File: src/rtl/cache_write_buffer.sv
// Write buffer between the cache controller and the way arrays: queues CPU write-back beats and
// critical-word-first line fills, then drains one beat per cycle to the target way.
module cache_write_buffer #(
   parameter int unsigned NUM_WAYS       = 4,
   parameter int unsigned DATA_WIDTH     = 32,
   parameter int unsigned WORDS_PER_LINE = 4,
   parameter int unsigned FIFO_DEPTH     = 4,
   localparam int unsigned BE_W          = DATA_WIDTH / 8,
   localparam int unsigned WW            = $clog2(WORDS_PER_LINE),
   localparam int unsigned CW            = $clog2(FIFO_DEPTH) + 1
) (
   input  logic                  clk,
   input  logic                  rst_n,
   input  logic                  reqValid,
   output logic                  reqReady,
   input  logic [NUM_WAYS-1:0]   reqWay,
   input  logic [WW-1:0]         reqWord,
   input  logic [DATA_WIDTH-1:0] reqData,
   input  logic [BE_W-1:0]       reqByteEn,
   input  logic                  reqFill,
   input  logic [NUM_WAYS-1:0]   wayBusy,
   output logic [NUM_WAYS-1:0]   wayWEn,
   output logic [WW-1:0]         wayWord,
   output logic [DATA_WIDTH-1:0] wayData,
   output logic [BE_W-1:0]       wayByteEn,
   output logic                  errInvalidWay,
   output logic                  burstActive,
   output logic [CW-1:0]         fifoCount,
   output logic                  idle
);

   localparam int unsigned PW = CW - 1;
   localparam logic [CW-1:0] DEPTH_C = CW'(FIFO_DEPTH);

   typedef enum logic [0:0] {StIdle, StBurst} state_e;

   state_e                state_q, state_d;
   logic [NUM_WAYS-1:0]   burst_way_q;
   logic [WW-1:0]         burst_word_q;
   logic [WW-1:0]         beats_left_q;

   logic [PW-1:0]         wr_ptr_q, rd_ptr_q;
   logic [CW-1:0]         count_q;

   logic [NUM_WAYS-1:0]   mem_way  [FIFO_DEPTH];
   logic [WW-1:0]         mem_word [FIFO_DEPTH];
   logic [DATA_WIDTH-1:0] mem_data [FIFO_DEPTH];
   logic [BE_W-1:0]       mem_be   [FIFO_DEPTH];

   logic [NUM_WAYS-1:0]   wen_q;
   logic [WW-1:0]         word_q;
   logic [DATA_WIDTH-1:0] data_q;
   logic [BE_W-1:0]       be_q;
   logic                  err_q;

   logic                  accept, one_hot, push, pop, drop, load_burst, step_burst;
   logic [NUM_WAYS-1:0]   push_way, head_way;
   logic [WW-1:0]         push_word;
   logic [BE_W-1:0]       push_be;

   assign reqReady = (count_q < DEPTH_C);
   assign accept   = reqValid && reqReady;
   assign one_hot  = (reqWay != '0) && ((reqWay & (reqWay - NUM_WAYS'(1))) == '0);

   always_comb begin
      state_d    = state_q;
      push       = 1'b0;
      drop       = 1'b0;
      load_burst = 1'b0;
      step_burst = 1'b0;
      push_way   = reqWay;
      push_word  = reqWord;
      push_be    = reqByteEn;
      unique case (state_q)
         StIdle: begin
            if (accept) begin
               if (!one_hot) begin
                  drop = 1'b1;
               end else begin
                  push = 1'b1;
                  if (reqFill) begin
                     push_be    = '1;
                     load_burst = 1'b1;
                     state_d    = StBurst;
                  end
               end
            end
         end
         StBurst: begin
            // Inside a fill the request's way/word/fill fields are don't-care.
            if (accept) begin
               push       = 1'b1;
               step_burst = 1'b1;
               push_way   = burst_way_q;
               push_word  = burst_word_q;
               push_be    = '1;
               if (beats_left_q == WW'(1)) state_d = StIdle;
            end
         end
      endcase
   end

   // Head way is one-hot, so masking with wayBusy selects its busy bit.
   assign head_way = mem_way[rd_ptr_q];
   assign pop      = (count_q != '0) && ((head_way & wayBusy) == '0);

   always_ff @(posedge clk or negedge rst_n) begin
      if (!rst_n) begin
         state_q      <= StIdle;
         burst_way_q  <= '0;
         burst_word_q <= '0;
         beats_left_q <= '0;
         wr_ptr_q     <= '0;
         rd_ptr_q     <= '0;
         count_q      <= '0;
         wen_q        <= '0;
         word_q       <= '0;
         data_q       <= '0;
         be_q         <= '0;
         err_q        <= 1'b0;
      end else begin
         state_q <= state_d;
         err_q   <= drop;
         if (load_burst) begin
            burst_way_q  <= reqWay;
            burst_word_q <= reqWord + WW'(1);
            beats_left_q <= WW'(WORDS_PER_LINE - 1);
         end else if (step_burst) begin
            burst_word_q <= burst_word_q + WW'(1);
            beats_left_q <= beats_left_q - WW'(1);
         end
         if (push) wr_ptr_q <= wr_ptr_q + PW'(1);
         if (pop)  rd_ptr_q <= rd_ptr_q + PW'(1);
         count_q <= count_q + CW'(push) - CW'(pop);
         if (pop) begin
            wen_q  <= head_way;
            word_q <= mem_word[rd_ptr_q];
            data_q <= mem_data[rd_ptr_q];
            be_q   <= mem_be[rd_ptr_q];
         end else begin
            wen_q  <= '0;
            word_q <= '0;
            data_q <= '0;
            be_q   <= '0;
         end
      end
   end

   always_ff @(posedge clk) begin
      if (push) begin
         mem_way[wr_ptr_q]  <= push_way;
         mem_word[wr_ptr_q] <= push_word;
         mem_data[wr_ptr_q] <= reqData;
         mem_be[wr_ptr_q]   <= push_be;
      end
   end

   assign wayWEn        = wen_q;
   assign wayWord       = word_q;
   assign wayData       = data_q;
   assign wayByteEn     = be_q;
   assign errInvalidWay = err_q;
   assign burstActive   = (state_q == StBurst);
   assign fifoCount     = count_q;
   assign idle          = (count_q == '0) && (state_q == StIdle) && (wen_q == '0);

endmodule
File: config.mk
export PLATFORM = sky130hd
export DESIGN_NAME = cache_write_buffer
export DESIGN_NICKNAME = d
export VERILOG_FILES = /design/src/rtl/cache_write_buffer.sv
export SDC_FILE = /design/constraint.sdc
export NUM_CORES = 1
export LEC_CHECK = 0
export CAP_MARGIN = 30
export CORE_AREA = 5 5 144 146
export DETAILED_ROUTE_END_ITERATION = 12
export DIE_AREA = 0 0 149 151
export MAX_ROUTING_LAYER = met4
export PLACE_DENSITY = 0.75
export SYNTH_ARGS = -nofsm -noshare
export SYNTH_HDL_FRONTEND = slang
export SYNTH_SLANG_ARGS = --single-unit
File: constraint.sdc
create_clock -name clk -period 7.6 [get_ports clk]
set_input_delay 1.52 -clock clk [delete_from_list [all_inputs] [get_ports clk]]
set_output_delay 1.52 -clock clk [all_outputs]
set_load 0.005 [all_outputs]
==> results of run 1 <==
-- layout make-up --
class	count	area (µm²)	area share [%]
clock buffers	27	611	5.76
clock inverters	13	141	1.33
inverters	12	45.0	0.425
multi-input cells	169	1840	17.4
flip-flops and latches	227	6530	61.6
well taps	265	332	3.13
repair buffers	103	1100	10.4
-- routing by layer --
metal | share of wire [%] | wire length, µm | vias up
li1 | - | - | 1846
met1 | 41 | 6320 | 2074
met2 | 53 | 8110 | 93
met3 | 4.7 | 729 | 22
met4 | 1.6 | 240 | 0
met5 | 0 | 0 | -
-- worst reg2reg max path, delay by kind of cell, from the launching register on --
family	cells	cell delay, ps
buffers and inverters	3	440
adders and majority gates	3	790
muxes	1	630
and+or+nand+nor	1	620
AOI/OAI and AO/OA	1	210
xor gates and xnor gates	2	330
DFF	1	1030
-- kinds of logic (layout without fill, tap and decap cells) --
group,Yosys count,after routing,share of synthesized area (%)
XOR/XNOR,8,8,0.825
buffers and inverters,28,155,1.56
AND/OR/NAND/NOR,90,90,6.23
adder cells (fa/ha/maj),8,8,1.27
AO/OA/AOI/OAI,9,9,0.884
multiplexers,54,54,12.4
flip-flops,227,227,76.8
-- sequential cells by signal, summed over array words and instances (netlist names), 2 cells and up --
register	cells
burst_way_q	4
wr_ptr_q	2
wayByteEn	4
mem_way	16
mem_word	8
wayData	32
wayWord	2
beats_left_q	2
fifoCount	3
burst_word_q	2
wayWEn	4
mem_data	128
rd_ptr_q	2
mem_be	16
-- synthesized netlist by cell type, drive strengths merged, types with 6 or more instances --
cell    instances
and3            6
buf            12
dfrtp          59
edfxtp        168
ha              7
inv            12
mux2           10
mux4           40
nand2          17
nor2            6
nor2b          40
-- metrics by stage --
stage / std cells / instance area, µm² / worst slack (ps)
floorplan: 424 / 8490 / 4090
global placement: 771 / 9720 / 3140
detailed placement: 776 / 9840 / 3040
CTS: 816 / 10600 / 3360
global route: 816 / 10600 / 2990
finish: 816 / 10600 / 3450
-- power groups by stage --
stage                     sequential (mW)  combinational, mW  clock (mW)
after CTS                            1.75              0.995        1.13
after global placement               1.80              0.896           0
after global routing                 1.78               1.07        1.18
after detailed placement             1.77              0.986           0
after floorplan                      1.67              0.630           0
final                                1.74              0.972        1.11
-- worst max-delay path by stage --
stage | slack (ps) | to | depth (start not counted)
final | 3450 | fifoCount[2] | 11
after floorplan | 4090 | mem_be[0][0] | 4
after detailed placement | 3040 | fifoCount[2] | 12
after global routing | 2990 | fifoCount[2] | 11
after CTS | 3360 | fifoCount[2] | 11
after global placement | 3140 | fifoCount[2] | 12
==> flow_metrics.py, run 1 <==
metrics = {
    "routing": {
        "drc_errors": 0,
        "avgRoutedWirePerCell_um": 18.9,
        "drtAntennaViolNets": 0,
        "drt_wl_total_um": 15400,
        "via_per_inst": 4.94,
        "drt_first_pass_iters": 4,
        "first_iter_violations": 165,
        "vias": 4035,
    },
    "setup_path": {
        "crit_path_end_kind": "register",
        "start_kind": "register",
        "reg2reg_slack_ps": 3450,
        "cp.required_ps": 8010,
        "critPathSlowestCell": "dfrtp_4",
        "max_stage_delay_ps": 1030,
        "crit_start": "rd_ptr_q[0]",
        "timing.rr.start": "rd_ptr_q[0]",
        "cp.arrival_ps": 4560,
        "critical_path.cell_chain": "mux4_2 -> a21oi_2 -> nand4_4 -> inv_1 -> ha_1 -> inv_1 -> ha_1 -> inv_1 -> fa_1 -> xnor2_1 -> xnor2_1",
        "path_buf_inv": 3,
        "critical_path_class": "register to register",
        "cp_max_fo": 47,
        "cp_top_family": "flip-flops",
        "rr_worst_depth": 11,
        "path_common_cell": "inv_1",
        "r2r-end": "fifoCount[2]",
    },
    "yosys": {
        "synth_fp_nets": 482,
        "synth_top_cell_by_area": "edfxtp_1",
        "synthDistinctLibCells": 35,
        "syn-mean-instance-area_um2": 20.0,
        "yosysWarnings": 0,
        "synth_edf_count": 168,
        "synth_area_um2": 8490,
        "synthTopCellsByArea": "edfxtp_1 59%, dfrtp_1 17%, mux4_2 11%",
        "ys_seq_elements": 227,
        "synthCells": 424,
        "ys_async_sr_fraction_pct": 26.0,
        "synth_top_flop_cell": "edfxtp_1",
        "seq_area_frac_synth_pct": 76.8,
        "synth_top_area_share_pct": 59.4,
    },
    "floorplanning": {
        "ios": 99,
        "dieArea_um2": 22500,
        "start_util_pct": 44.1,
        "core_area_um2": 19300,
        "num_rows": 51,
        "fp.dieH_um": 151,
        "die_x_um": 149,
    },
    "cells_and_area": {
        "fin_nets": 593,
        "area_delta_synth_final_pct": 24.8,
        "fill_cells": 1479,
        "layout_commonest_cell": "edfxtp_1",
        "utilization_pct": 55.0,
        "layout_common_cells": "168 x edfxtp_1, 97 x clkdlybuf4s50_1, 57 x dfrtp_1",
        "antenna_cells": 0,
        "drive_above_1_share_pct": 19.6,
    },
    "clock_tree": {
        "cts_resized": 0,
        "cts_tree": "done",
        "htreeDepth": 1,
        "cts_buffers": 22,
        "cts-root-buf": "clkbuf_16",
        "clock_latency_ps": 500,
        "cts.clk_slew.worst_paths_ps": 60,
        "post_cts_buffers": 0,
        "cts_max_path_buffers": 3,
        "clock_sinks": 227,
        "postCtsHoldBufs": 0,
    },
    "timing": {
        "rsz0062_at_grt": "no",
        "min_period_over_period_pct": 54.6,
        "tightest_slew_ps": 896,
        "fmax_mhz": 241,
        "fin_worst_skew_ps": 8.24,
        "slew_viol_final": 0,
        "setup_viol": 0,
        "fin_tns_setup_ps": 0,
        "final_hold_viol_count": 0,
        "fin_hold_ws_ps": 502,
        "min_period_ps": 4150,
        "max_slew_margin_pct": 40.3,
    },
    "hold_path": {
        "min_path_type": "register to register",
        "whs_endpoint": "beats_left_q[1]",
        "hold_depth": 2,
        "hp-start": "beats_left_q[1]",
    },
    "grt": {
        "grt_use_met3_pct": 2.66,
        "grt_pass1_wl_um": 24000,
        "overflow": 0,
        "use_met2_pct": 24.6,
        "grt_max_degree": 60,
        "gr-usage-met1_pct": 17.9,
        "grt_pass1_vias": 4406,
        "antenna_found_initial": 0,
        "grt_usage_pct": 14.3,
        "busiest_layer": "met2",
    },
    "power": {
        "clkPwrFrac_pct": 29.0,
        "p_seq_share_pct": 45.6,
        "p_leak_nw": 3.77,
        "p_total_mw": 3.82,
        "combinationalPowerShare_pct": 25.5,
        "p_switching_mw": 0.991,
        "powerDensity_nw_per_um2": 360,
        "p_int_mw": 2.83,
        "p_sw_share_pct": 26.0,
        "peakVddDrop_uv": 173,
    },
    "placed_design": {
        "port_buffers": 98,
        "place_hpwl_um": 9850,
        "gp_congestion": 0.708,
    },
    "outcome": {
        "outcome": "completed",
    },
    "flow_run": {
        "maxCapViolCount": 0,
    },
}
No activity file was read; power rests on OpenSTA's default activity.
==> run 2, diff against run 1 <==
==> constraint.sdc (replaced) <==
create_clock -name clk -period 3.9 [get_ports clk]
set_input_delay 0.78 -clock clk [delete_from_list [all_inputs] [get_ports clk]]
set_output_delay 0.78 -clock clk [all_outputs]
set_load 0.005 [all_outputs]
==> run 2 against run 1 <==
- register-to-register slack lost 2600 ps
- sequential share of layout area grew 0.30 points
- cell area shrank 0.48%
- count of clock-buffer cells in the layout did not move
- worst setup slack worse by 2600 ps
- highest routed layer unchanged
- non-clock buffer count up 4
- global-route usage is 0.32 points higher
- cell count rose by 0.49%
- critical path depth increased by 1
- worst hold slack got worse by 130 ps
- sequential cell count unchanged
==> flow_metrics.py, run 2 (synthesis gave the netlist of run 1 again) <==
metrics = {
    "floorplanning": {
        "dieArea_um2": 22500,
        "ios": 99,
        "fp.dieH_um": 151,
        "die_x_um": 149,
        "core_area_um2": 19300,
        "start_util_pct": 44.1,
        "num_rows": 51,
    },
    "routing": {
        "first_iter_violations": 232,
        "drt_wl_total_um": 15600,
        "drc_errors": 0,
        "drt_first_pass_iters": 4,
        "drtAntennaViolNets": 0,
        "avgRoutedWirePerCell_um": 19.1,
        "vias": 4107,
        "via_per_inst": 5.01,
    },
    "grt": {
        "grt_use_met3_pct": 3.08,
        "busiest_layer": "met2",
        "antenna_found_initial": 0,
        "overflow": 0,
        "grt_max_degree": 60,
        "use_met2_pct": 24.4,
        "grt_pass1_vias": 4440,
        "gr-usage-met1_pct": 18.7,
        "grt_pass1_wl_um": 24800,
        "grt_usage_pct": 14.7,
    },
    "hold_path": {
        "min_path_type": "primary input to async pin",
    },
    "timing": {
        "fin_tns_setup_ps": 0,
        "max_slew_margin_pct": 47.5,
        "min_period_ps": 3070,
        "rsz0062_at_grt": "no",
        "slew_viol_final": 0,
        "finalWorstSetupSlack_ps": 834,
        "fmax_mhz": 326,
        "fin_worst_skew_ps": 20.0,
        "final_hold_viol_count": 0,
        "fin_hold_ws_ps": 373,
        "min_period_over_period_pct": 78.6,
        "tightest_slew_ps": 788,
        "setup_viol": 0,
    },
    "placed_design": {
        "placed_cell_area_um2": 9830,
        "gp_congestion": 0.758,
        "place_hpwl_um": 10000,
        "port_buffers": 98,
        "preCtsSetupSlack_ps": 402,
    },
    "setup_path": {
        "cp_max_fo": 18,
        "critical_path.cell_chain": "buf_4 -> inv_1 -> o32a_1 -> nand4_4 -> inv_1 -> ha_1 -> inv_1 -> ha_1 -> inv_1 -> fa_1 -> xnor2_1 -> xnor2_1",
        "critPathSlowestCell": "dfrtp_4",
        "max_stage_delay_ps": 650,
        "critical_path_class": "register to register",
        "crit_path_end_kind": "register",
        "path_common_cell": "inv_1",
        "start_kind": "register",
        "cp.arrival_ps": 3450,
        "cp.required_ps": 4280,
    },
    "clock_tree": {
        "cts_buffers": 22,
        "cts_resized": 0,
        "clock_latency_ps": 500,
        "postCtsHoldBufs": 0,
        "cts_tree": "done",
        "post_cts_buffers": 0,
        "clock_sinks": 227,
        "cts_max_path_buffers": 3,
        "htreeDepth": 1,
        "cts-root-buf": "clkbuf_16",
        "cts.clk_slew.worst_paths_ps": 60,
    },
    "cells_and_area": {
        "regMostFlops": "mem_data",
        "final_area_um2": 10500,
        "fin_nets": 597,
        "fill_cells": 1494,
        "layout_commonest_cell": "edfxtp_1",
        "area_delta_synth_final_pct": 24.2,
        "layout_common_cells": "168 x edfxtp_1, 97 x clkdlybuf4s50_1, 57 x dfrtp_1",
        "largest_reg_flops": 128,
        "drive_above_1_share_pct": 19.8,
        "antenna_cells": 0,
    },
    "power": {
        "p_total_mw": 7.36,
        "p_int_mw": 5.43,
        "clkPwrFrac_pct": 28.2,
        "combinationalPowerShare_pct": 26.8,
        "p_sw_share_pct": 26.3,
        "p_leak_nw": 3.75,
        "peakVddDrop_uv": 342,
        "p_switching_mw": 1.94,
        "p_seq_share_pct": 44.9,
        "powerDensity_nw_per_um2": 698,
    },
    "flow_run": {
        "maxCapViolCount": 0,
    },
    "outcome": {
        "outcome": "completed",
    },
}
[run 2: cell types whose count changed in the layout (fill, tap and decap cells not counted), sizes merged]
cell      previous run  this run
buf                  6        10
bufinv               3         2
clkinvlp             1         2
[run 2: power by group through the flow]
stage | sequential [mW] | combinational (mW) | clock (mW)
final | 3.31 | 1.98 | 2.08
after global routing | 3.37 | 2.17 | 2.25
after CTS | 3.32 | 2.03 | 2.13
after detailed placement | 3.36 | 2.02 | 0
after global placement | 3.34 | 1.97 | 0
after floorplan | 3.26 | 1.23 | 0
[run 2: through the flow]
step | utilization [%] | cells
floorplan | - | 424
global placement | 51.0 | 780
detailed placement | 51.0 | 780
CTS | 54.7 | 820
global route | 54.7 | 820
finish | 54.7 | 820
[run 2: final timing paths]
path | cells after the start | endpoint | slack [ps] | from
worst max-delay path | 12 | fifoCount[2] | 830 | rd_ptr_q[0]
worst min-delay path | 1 | wayByteEn[0] | 370 | rst_n
worst max register to register | 12 | fifoCount[2] | 830 | rd_ptr_q[0]
worst min register to register | 2 | beats_left_q[1] | 510 | beats_left_q[1]
max in group asynchronous | 1 | rd_ptr_q[0] | 2940 | rst_n
min in group clk | 2 | beats_left_q[1] | 510 | beats_left_q[1]
[run 2: routing by layer]
metal / share of wire [%] / up-vias
met2: 50 / 111
met3: 5.5 / 29
met4: 2.0 / 0
met1: 42 / 2116
met5: 0 / -
li1: - / 1851
[run 2: area by class of cell]
cell class / instances / area, µm² / area share [%]
clock buffers: 27 / 601 / 5.70
clock inverters: 13 / 118 / 1.12
inverters: 12 / 45.0 / 0.427
multi-input cells: 169 / 1840 / 17.5
flip-flops and latches: 227 / 6530 / 61.9
well taps: 265 / 332 / 3.14
repair buffers: 107 / 1080 / 10.3
[run 2: worst max-delay path: cells and delay by family, from the launching register on]
| family | cells | cell delay [ps] |
|---|---|---|
| fa+ha+maj | 3 | 800 |
| buf+inv | 5 | 700 |
| flops | 1 | 650 |
| compound gates | 1 | 410 |
| xor+xnor | 2 | 270 |
| simple gates | 1 | 100 |
